===== config.mk =====
export PLATFORM = sky130hd
export DESIGN_NAME = wrapper_packet_digest_filter
export DESIGN_NICKNAME = d
export VERILOG_FILES = /design/src/rtl/wrapper_packet_digest_filter.sv
export SDC_FILE = /design/constraint.sdc
export NUM_CORES = 1
export LEC_CHECK = 0
export CAP_MARGIN = 20
export CELL_PAD_IN_SITES_DETAIL_PLACEMENT = 1
export CELL_PAD_IN_SITES_GLOBAL_PLACEMENT = 1
export CORE_MARGIN = 2
export CORE_UTILIZATION = 36
export CTS_CLUSTER_SIZE = 8
export DETAILED_ROUTE_END_ITERATION = 8
export GPL_TIMING_DRIVEN = 0
export HOLD_SLACK_MARGIN = 0.05
export PLACE_DENSITY = 0.79
export REMOVE_ABC_BUFFERS = 1
export SYNTH_ARGS = -nofsm -noshare
export SYNTH_HDL_FRONTEND = slang
export SYNTH_SLANG_ARGS = --single-unit
export TNS_END_PERCENT = 30

===== constraint.sdc =====
create_clock -name clk -period 9.4 [get_ports clk]
set_input_delay 1.88 -clock clk [delete_from_list [all_inputs] [get_ports clk]]
set_output_delay 1.88 -clock clk [all_outputs]
set_load 0.05 [all_outputs]

===== src/rtl/wrapper_packet_digest_filter.sv =====
`default_nettype none
// +--------------------------------------------------------------------------+
// | wrapper_packet_digest_filter: per-packet block counting and digest filter |
// | Revision: 1.0                                                            |
// +--------------------------------------------------------------------------+
module wrapper_packet_digest_filter #(
  parameter int COUNT_W   = 16,
  parameter int PKT_DEPTH = 4,
  parameter int DIGEST_W  = 256
) (
  input  logic                          clk,
  input  logic                          rst,
  input  logic                          s_tvalid_i,
  input  logic                          s_tready_i,
  input  logic                          s_tlast_i,
  input  logic                          digest_valid_i,
  input  logic [DIGEST_W-1:0]           digest_i,
  input  logic                          cfg_emit_all_i,
  output logic                          m_hash_valid_o,
  input  logic                          m_hash_ready_i,
  output logic [DIGEST_W-1:0]           m_hash_o,
  output logic                          m_hash_last_o,
  output logic [$clog2(PKT_DEPTH):0]    pkt_pending_o,
  output logic [2:0]                    err_o
);

  localparam int                  AW        = $clog2(PKT_DEPTH);
  localparam logic [COUNT_W-1:0]  c_cnt_max = '1;
  localparam logic [COUNT_W-1:0]  c_cnt_one = COUNT_W'(1);
  localparam logic [AW-1:0]       c_ptr_one = AW'(1);
  localparam logic [AW:0]         c_occ_one = (AW+1)'(1);
  localparam logic [AW:0]         c_depth   = (AW+1)'(PKT_DEPTH);

  logic [COUNT_W-1:0]  block_cnt_q, block_cnt_d;
  logic [COUNT_W-1:0]  digest_cnt_q, digest_cnt_d;
  logic [COUNT_W-1:0]  fifo_q [PKT_DEPTH];
  logic [AW-1:0]       wr_ptr_q, wr_ptr_d, rd_ptr_q, rd_ptr_d;
  logic [AW:0]         occ_q, occ_d;
  logic                prev_valid_q;
  logic [DIGEST_W-1:0] hash_q, hash_d;
  logic                last_q, last_d, valid_q, valid_d;
  logic [2:0]          err_q, err_d;

  logic                accept, push, push_ok, fifo_full, fifo_empty;
  logic                dig_event, is_final, pop, forward, overrun, load;
  logic [COUNT_W-1:0]  blk_inc, head;

  assign accept     = s_tvalid_i & s_tready_i;
  assign push       = accept & s_tlast_i;
  assign fifo_full  = (occ_q == c_depth);
  assign fifo_empty = (occ_q == '0);
  assign push_ok    = push & ~fifo_full;
  assign blk_inc    = (block_cnt_q == c_cnt_max) ? c_cnt_max : block_cnt_q + c_cnt_one;

  // Occupancy is registered, so a push is only seen by the digest side next cycle.
  assign dig_event  = digest_valid_i & ~prev_valid_q;
  assign head       = fifo_q[rd_ptr_q];
  assign is_final   = (digest_cnt_q == head - c_cnt_one);
  assign pop        = dig_event & ~fifo_empty & is_final;
  assign forward    = dig_event & ~fifo_empty & (is_final | cfg_emit_all_i);
  assign overrun    = forward & valid_q & ~m_hash_ready_i;
  assign load       = forward & ~overrun;

  always_comb begin
    block_cnt_d  = block_cnt_q;
    digest_cnt_d = digest_cnt_q;
    wr_ptr_d     = wr_ptr_q;
    rd_ptr_d     = rd_ptr_q;
    occ_d        = occ_q;
    hash_d       = hash_q;
    last_d       = last_q;
    valid_d      = valid_q;

    if (accept) block_cnt_d = s_tlast_i ? '0 : blk_inc;
    if (push_ok) wr_ptr_d = wr_ptr_q + c_ptr_one;
    if (pop) rd_ptr_d = rd_ptr_q + c_ptr_one;

    case ({push_ok, pop})
      2'b10:   occ_d = occ_q + c_occ_one;
      2'b01:   occ_d = occ_q - c_occ_one;
      default: occ_d = occ_q;
    endcase

    if (dig_event && !fifo_empty) digest_cnt_d = is_final ? '0 : digest_cnt_q + c_cnt_one;

    // A new load in the handshake cycle replaces the outgoing digest without a bubble.
    if (load) begin
      hash_d  = digest_i;
      last_d  = is_final;
      valid_d = 1'b1;
    end else if (valid_q && m_hash_ready_i) begin
      valid_d = 1'b0;
    end

    err_d = err_q | {overrun, dig_event & fifo_empty, push & fifo_full};
  end

  always_ff @(posedge clk or posedge rst) begin
    if (rst) begin
      block_cnt_q  <= '0;
      digest_cnt_q <= '0;
      wr_ptr_q     <= '0;
      rd_ptr_q     <= '0;
      occ_q        <= '0;
      prev_valid_q <= 1'b0;
      hash_q       <= '0;
      last_q       <= 1'b0;
      valid_q      <= 1'b0;
      err_q        <= '0;
    end else begin
      block_cnt_q  <= block_cnt_d;
      digest_cnt_q <= digest_cnt_d;
      wr_ptr_q     <= wr_ptr_d;
      rd_ptr_q     <= rd_ptr_d;
      occ_q        <= occ_d;
      prev_valid_q <= digest_valid_i;
      hash_q       <= hash_d;
      last_q       <= last_d;
      valid_q      <= valid_d;
      err_q        <= err_d;
    end
  end

  // Entry storage needs no reset: the pointers and occupancy define validity.
  always_ff @(posedge clk) begin
    if (push_ok) fifo_q[wr_ptr_q] <= blk_inc;
  end

  assign m_hash_valid_o = valid_q;
  assign m_hash_o       = hash_q;
  assign m_hash_last_o  = last_q;
  assign pkt_pending_o  = occ_q;
  assign err_o          = err_q;

endmodule
`default_nettype wire

# Word level (Yosys, flattened, before mapping)

Memories as Yosys holds them, arrays and structs flattened.
Index checks and enable logic that the tools add are counted.

Flip-flop bits (word level): 301
Bits in latches: 0
Memory bits (writable): 64
ROM bits: 0
Output and inout bits: 264
Logic and storage cells: 56
Memories: 1

Memory list:

| memory | words | width | rd ports | clocked after memory_dff | wr ports | RTL line | source |
|---|---|---|---|---|---|---|---|
| fifo_q | 4     | 16    | 1        | 0                        | 1        | 36       | `logic [COUNT_W-1:0] fifo_q [PKT_DEPTH];` |

Add/sub/neg operators: 7
Multiply operators: 0
Divide/modulo/power cells: 0
$lt $le $gt $ge: 0
Equality and inequality tests: 5
Shift operators: 0
Mux-type cells: 8
Bitwise logic cells: 19
Reduce and logical (&&, ||, !) cells: 6

Operators with widths:

| cell                    | count |
|---|---|
| $mux W16                | 3 |
| $add A16 B1 Y16 const B | 2 |
| $eq A16 B16 Y1          | 1 |
| $eq A16 B16 Y1 const B  | 1 |
| $sub A16 B1 Y16 const B | 1 |
| $and A1 B1 Y1           | 12 |
| $pmux W3 S2             | 1 |
| $not A1 Y1              | 5 |
| $add A2 B1 Y2 const B   | 2 |
| $mux W1                 | 4 |
| $reduce_bool A2 Y1      | 2 |
| $add A3 B1 Y3 const B   | 1 |
| $eq A3 B3 Y1 const B    | 1 |
| $logic_not A3 Y1        | 1 |
| $or A3 B3 Y3            | 1 |
| $sub A3 B1 Y3 const B   | 1 |
| $eq A2 B1 Y1 const B    | 1 |
| $eq A2 B2 Y1 const B    | 1 |
| $logic_and A1 B1 Y1     | 2 |
| $logic_not A1 Y1        | 1 |
| $or A1 B1 Y1            | 1 |

# Longest topological paths before layout

An unclocked memory read counts as a cell.

Word-level depth: 10
Depth in mapped cells: 19

# Worst setup path before layout

Ideal clock, no wire load.

Path kind: register to register
Start: register rd_ptr_q[0]
End: register occ_q[2], in the netlist pkt_pending_o[2]
Setup time: 82 ps
Arrival: 4742 ps
Setup slack: 4576 ps
Cell stages (with the launch flop): 20
Path buffers: 3
Period minus slack after synthesis: 4824 ps
Path through: dfrtp_1 > buf_6 > buf_1 > mux4_2 > inv_1 > ha_1 > nand4_1 > a211o_1 > or3_1 > nor4_4 > nor3_4 > buf_6 > or4_1 > nor2_1 > ha_1 > inv_1 > fa_1 > xor2_1 > nor2_1 > xor2_1

Cells in the longest elaborated chain, start to end: 6

Ends and longest elaborated chain:

| what                                                     | RTL line | source |
|---|---|---|
| start, declared                                          | 37       | `logic [AW-1:0] wr_ptr_q, wr_ptr_d, rd_ptr_q, rd_ptr_d;` |
| start signal, assigned                                   | 114      | `rd_ptr_q <= rd_ptr_d;` |
| $mem_v2 Z4 W16 *                                         | -        |  |
| $sub A16 B1 Y16 *                                        | 58       | `assign is_final = (digest_cnt_q == head - c_cnt_one);` |
| $eq A16 B16 Y1 *                                         | 58       |  |
| $and A1 B1 Y1 *                                          | 59       | `assign pop = dig_event & ~fifo_empty & is_final;` |
| named net pop                                            | 45       | `logic dig_event, is_final, pop, forward, overrun, load;` |
| $eq A2 B1 Y1 / $eq A2 B2 Y1 (equally long branches)      | 78       | `case ({push_ok, pop})` |
| $pmux W3 S2 / $reduce_bool A2 Y1 (equally long branches) | -        |  |
| end signal, assigned                                     | 104      | `occ_q <= '0;` |
| end signal, assigned                                     | 115      | `occ_q <= occ_d;` |
| end, declared                                            | 38       | `logic [AW:0] occ_q, occ_d;` |

The timed path passes the listed nets; every way through them passes the cells marked *.
A chain may end at the register's enable or synchronous reset.

# Final worst setup path

Start: register rd_ptr_q[1]
End: register hash_q[38], in the netlist m_hash_o[38]

Cells in the longest elaborated chain, start to end: 9

Ends and longest elaborated chain:

| what                       | RTL line | source |
|---|---|---|
| $mem_v2 Z4 W16 *           | -        |  |
| $sub A16 B1 Y16 *          | 58       |  |
| $eq A16 B16 Y1 *           | 58       |  |
| $or A1 B1 Y1 *             | 60       | `assign forward = dig_event & ~fifo_empty & (is_final \| cfg_emit_all_i);` |
| $and A1 B1 Y1 *            | 60       |  |
| $and A1 B1 Y1 (2 in a row) | 61       | `assign overrun = forward & valid_q & ~m_hash_ready_i;` |
| $not A1 Y1                 | 62       | `assign load = forward & ~overrun;` |
| $and A1 B1 Y1 *            | 62       |  |
| end signal, assigned       | 117      | `hash_q <= hash_d;` |
| end, declared              | 40       | `logic [DIGEST_W-1:0] hash_q, hash_d;` |

Mark *: on every way between the ends. The rest lies on a longest branch, timed or not.

==> results.md <==
* CP max-delay cell: dfrtp_1
* Syn_area_per_cell at between 9 and 10 um2
* Crit path depth at 15
* VDD IR max at 140 uV
* Largest cells by area after synthesis: dfrtp_1 (31%), o311ai_2 (14%), a221oi_1 (9.3%), nand2_1 (8.6%), edfxtp_1 (8.0%)
* Antenna violations before repair at 26
* Post-route clock period utilization at 64.4%
* Post_cts resized at 0
* Largest net degree at the start of global routing at approximately 180
* Die width at 263 um
* Top-count cell post-synth: nand2_1
* Worst Setup End Kind: flip-flop
* Clock skew at 0.0333 ns
* CP max FO at 21
* Detail Placement HPWL at 59200 um
* Area of the multi-input gates at 13400 um2
* Worst Hold Class: reg2reg
* Leakage at 12.4 nW
* P&R area growth vs syn at 34.9%
* Most frequent CP cell: buf_8
* CTS sink cnt at 365
* CP peak stage delay at 1.01 ns
* Routed Antenna Nets at 0
* DR pass1 iterations at 5
* Row Count at 94
* Worst setup margin at 3.35 ns
* Synth cell types at 65
* Sequential fraction of the synthesis area at 39.2%
* CTS Hold Buffers Added at 0
* RSZ-0062 raised after global routing: false
* Reg2reg start: rd_ptr_q[1]
* EDFF count, synth at 64
* Clock slew at reported path FFs at about 0.06 ns
* Post-CTS setup buffers at 0
* Critical path class: reg2reg
* Worst Path Buf+Inv at 8
* Synth top cells by count: nand2_1 (551), dfrtp_1 (301), and3_1 (266)
* Die Y at ~260 um
* R2R cell count at 15
* Yosys top cell by area: dfrtp_1
* Gate Count Post-Synth at 2498
* Nets@finish at 3159
* Hold path start: err_o[1]
* Flop2flop setup slack at 3.35 ns
* Share of cells above drive strength 1 at 12.9%
* Critical register-to-register path endpoint: m_hash_o[38]
* Status: finished clean
* H-Tree Depth at 2
* CTS Buf Count at 52
* Routed len/inst at about 23 um
* Pwr Density at 216 nW/um2
* Fill cells at 7246
* Hold EP: err_o[1]
* Final core utilization at about half
* Vias in the first global route at approximately 24000
* Non-Filler Instances at 3790
* Max Slew Vio Count at 0
* Post-layout min period at 6.05 ns
* Clock Tree Root: clkbuf_16
* Max Buffers Root-to-Sink at 3
* CP top delay family: simple AND/OR/NAND/NOR gates
* First-pass GRT wire length at around 140000 um
* Total number of vias at approximately 22000
* Synth top area share at roughly 31%
* Initial core utilization at 36.5%
* FMAX at 0.165 GHz
* Final-report setup violation count at 0
* Flops & latches, synth at 365
* Async S/R FF share, synth at 82.5%
* CP cell instances: mux4_2, or4_4, or3_4, or4_1, a22oi_1, nand4_1, buf_16, buf_8, buf_8, buf_8, buf_8, buf_16, buf_8, buf_8, o311ai_0
* Worst-skew pair later-pin latency at 0.62 ns
* IO buf count at roughly 530
* Setup TNS at 0 ns
* Initial drt markers at 1328
* Final hold viol count at 0
* Arrival @ worst endpoint at 6.55 ns
* Die area at 69000 um2
* Ys Warns at 0
* TritonCTS clock tree: yes
* Maxcap violations at 0
* CP startpoint kind: flip-flop
* Total gr overflow at 0
* Routability cong. at 0.801
* Reg area at 9450 um2
* Total Routing Usage GR at 24.3%
* Worst-Margin Slew at approximately 1.0 ns
* Synthesized area at 24100 um2
* Slew margin rel. at 32.1%
* Vias per cell at 5.90
* IO Pins at 528
* Hold Slack at 0.465 ns
* Final WL at 86000 um
* DRC at 0
* Worst hold path cell count at 1
* Pre-CTS setup slack at between 3 and 4 ns
* Placed insts at 3695
* Worst Path Required at 9.90 ns
* CORE AREA at 66000 um2
* Ys flop type: dfrtp_1
[sequential cells by signal, summed over array words and instances, names as in the netlist]
| register | count |
|---|---|
| m_hash_o | 256 |
| fifo_q | 64 |
| block_cnt_q | 16 |
| digest_cnt_q | 16 |
| err_o | 3 |
| pkt_pending_o | 3 |
| rd_ptr_q | 2 |
| wr_ptr_q | 2 |
| m_hash_last_o | 1 |
| m_hash_valid_o | 1 |
| prev_valid_q | 1 |
[per-layer routing]
layer	GRT usage [%]	routed length, um
met5	0	77
met1	28.1	33800
met4	11.7	3990
met2	41.4	42400
met3	6.74	5690
[kinds of logic after synthesis]
| logic type | count (synthesis) | share of synthesized area (%) |
|---|---|---|
| muxes | 23 | 1.80 |
| and+or+nand+nor | 1175 | 24.6 |
| DFF | 365 | 39.2 |
| AOI/OAI and AO/OA | 592 | 27.0 |
| xor gates and xnor gates | 43 | 1.56 |
| buffers and inverters | 291 | 5.22 |
| adders and majority gates | 9 | 0.499 |
[worst max-delay path by stage]
stage	startpoint	endpoint	slack (ns)
floorplan	rd_ptr_q[0]	digest_cnt_q[5]	-13.80
global placement	rd_ptr_q[0]	digest_cnt_q[5]	-24.43
detailed placement	rd_ptr_q[1]	m_hash_o[38]	3.41
CTS	rd_ptr_q[1]	m_hash_o[38]	3.37
global route	rd_ptr_q[1]	m_hash_o[38]	3.04
finish	rd_ptr_q[1]	m_hash_o[38]	3.35
[per-stage QoR]
stage	cell area, um2	power (mW)
after detailed placement	31000	5.27
after global routing	32500	7.37
after CTS	32400	7.10
after floorplan	22900	4.26
final	32500	7.03
after global placement	29200	5.35
[cell type report]
type                       instances  share of cell area [%]
inverter                          15                   0.196
tap                              864                    3.33
clock buffer                      72                    4.30
sequential                       365                    29.1
clock inverter                     3                   0.277
timing repair buffer             610                    21.5
antenna                           19                   0.146
multi-input combinational       1842                    41.2
[where the power goes]
group / total [mW] / internal (mW) / switching (mW)
sequential: 2.11 / 1.88 / 0.222
clock: 1.78 / 1.02 / 0.758
combinational: 3.15 / 1.23 / 1.92
[cells in the final DEF, fill, tap and decap left out, types with 5 or more instances in the layout]
cell	n
nor2_1	36
dfrtp_1	301
a22o_1	5
o311ai_0	10
xnor2_1	30
nor2b_1	260
nand4_1	6
nand3_1	8
xor2_1	13
mux4_2	16
o311ai_1	46
edfxtp_1	64
diode_2	19
clkbuf_1	18
and2_1	7
ha_1	8
nor3_1	8
nand2_1	550
mux2i_1	5
o311ai_2	200
clkdlybuf4s50_1	526
buf_12	10
buf_16	33
a31oi_1	9
inv_1	14
o21ai_1	5
a21oi_1	20
buf_8	39
o21ai_0	13
and3_1	266
clkbuf_16	52
nand2b_1	7
a221oi_1	256
No activity file was read; power rests on OpenSTA's default activity.
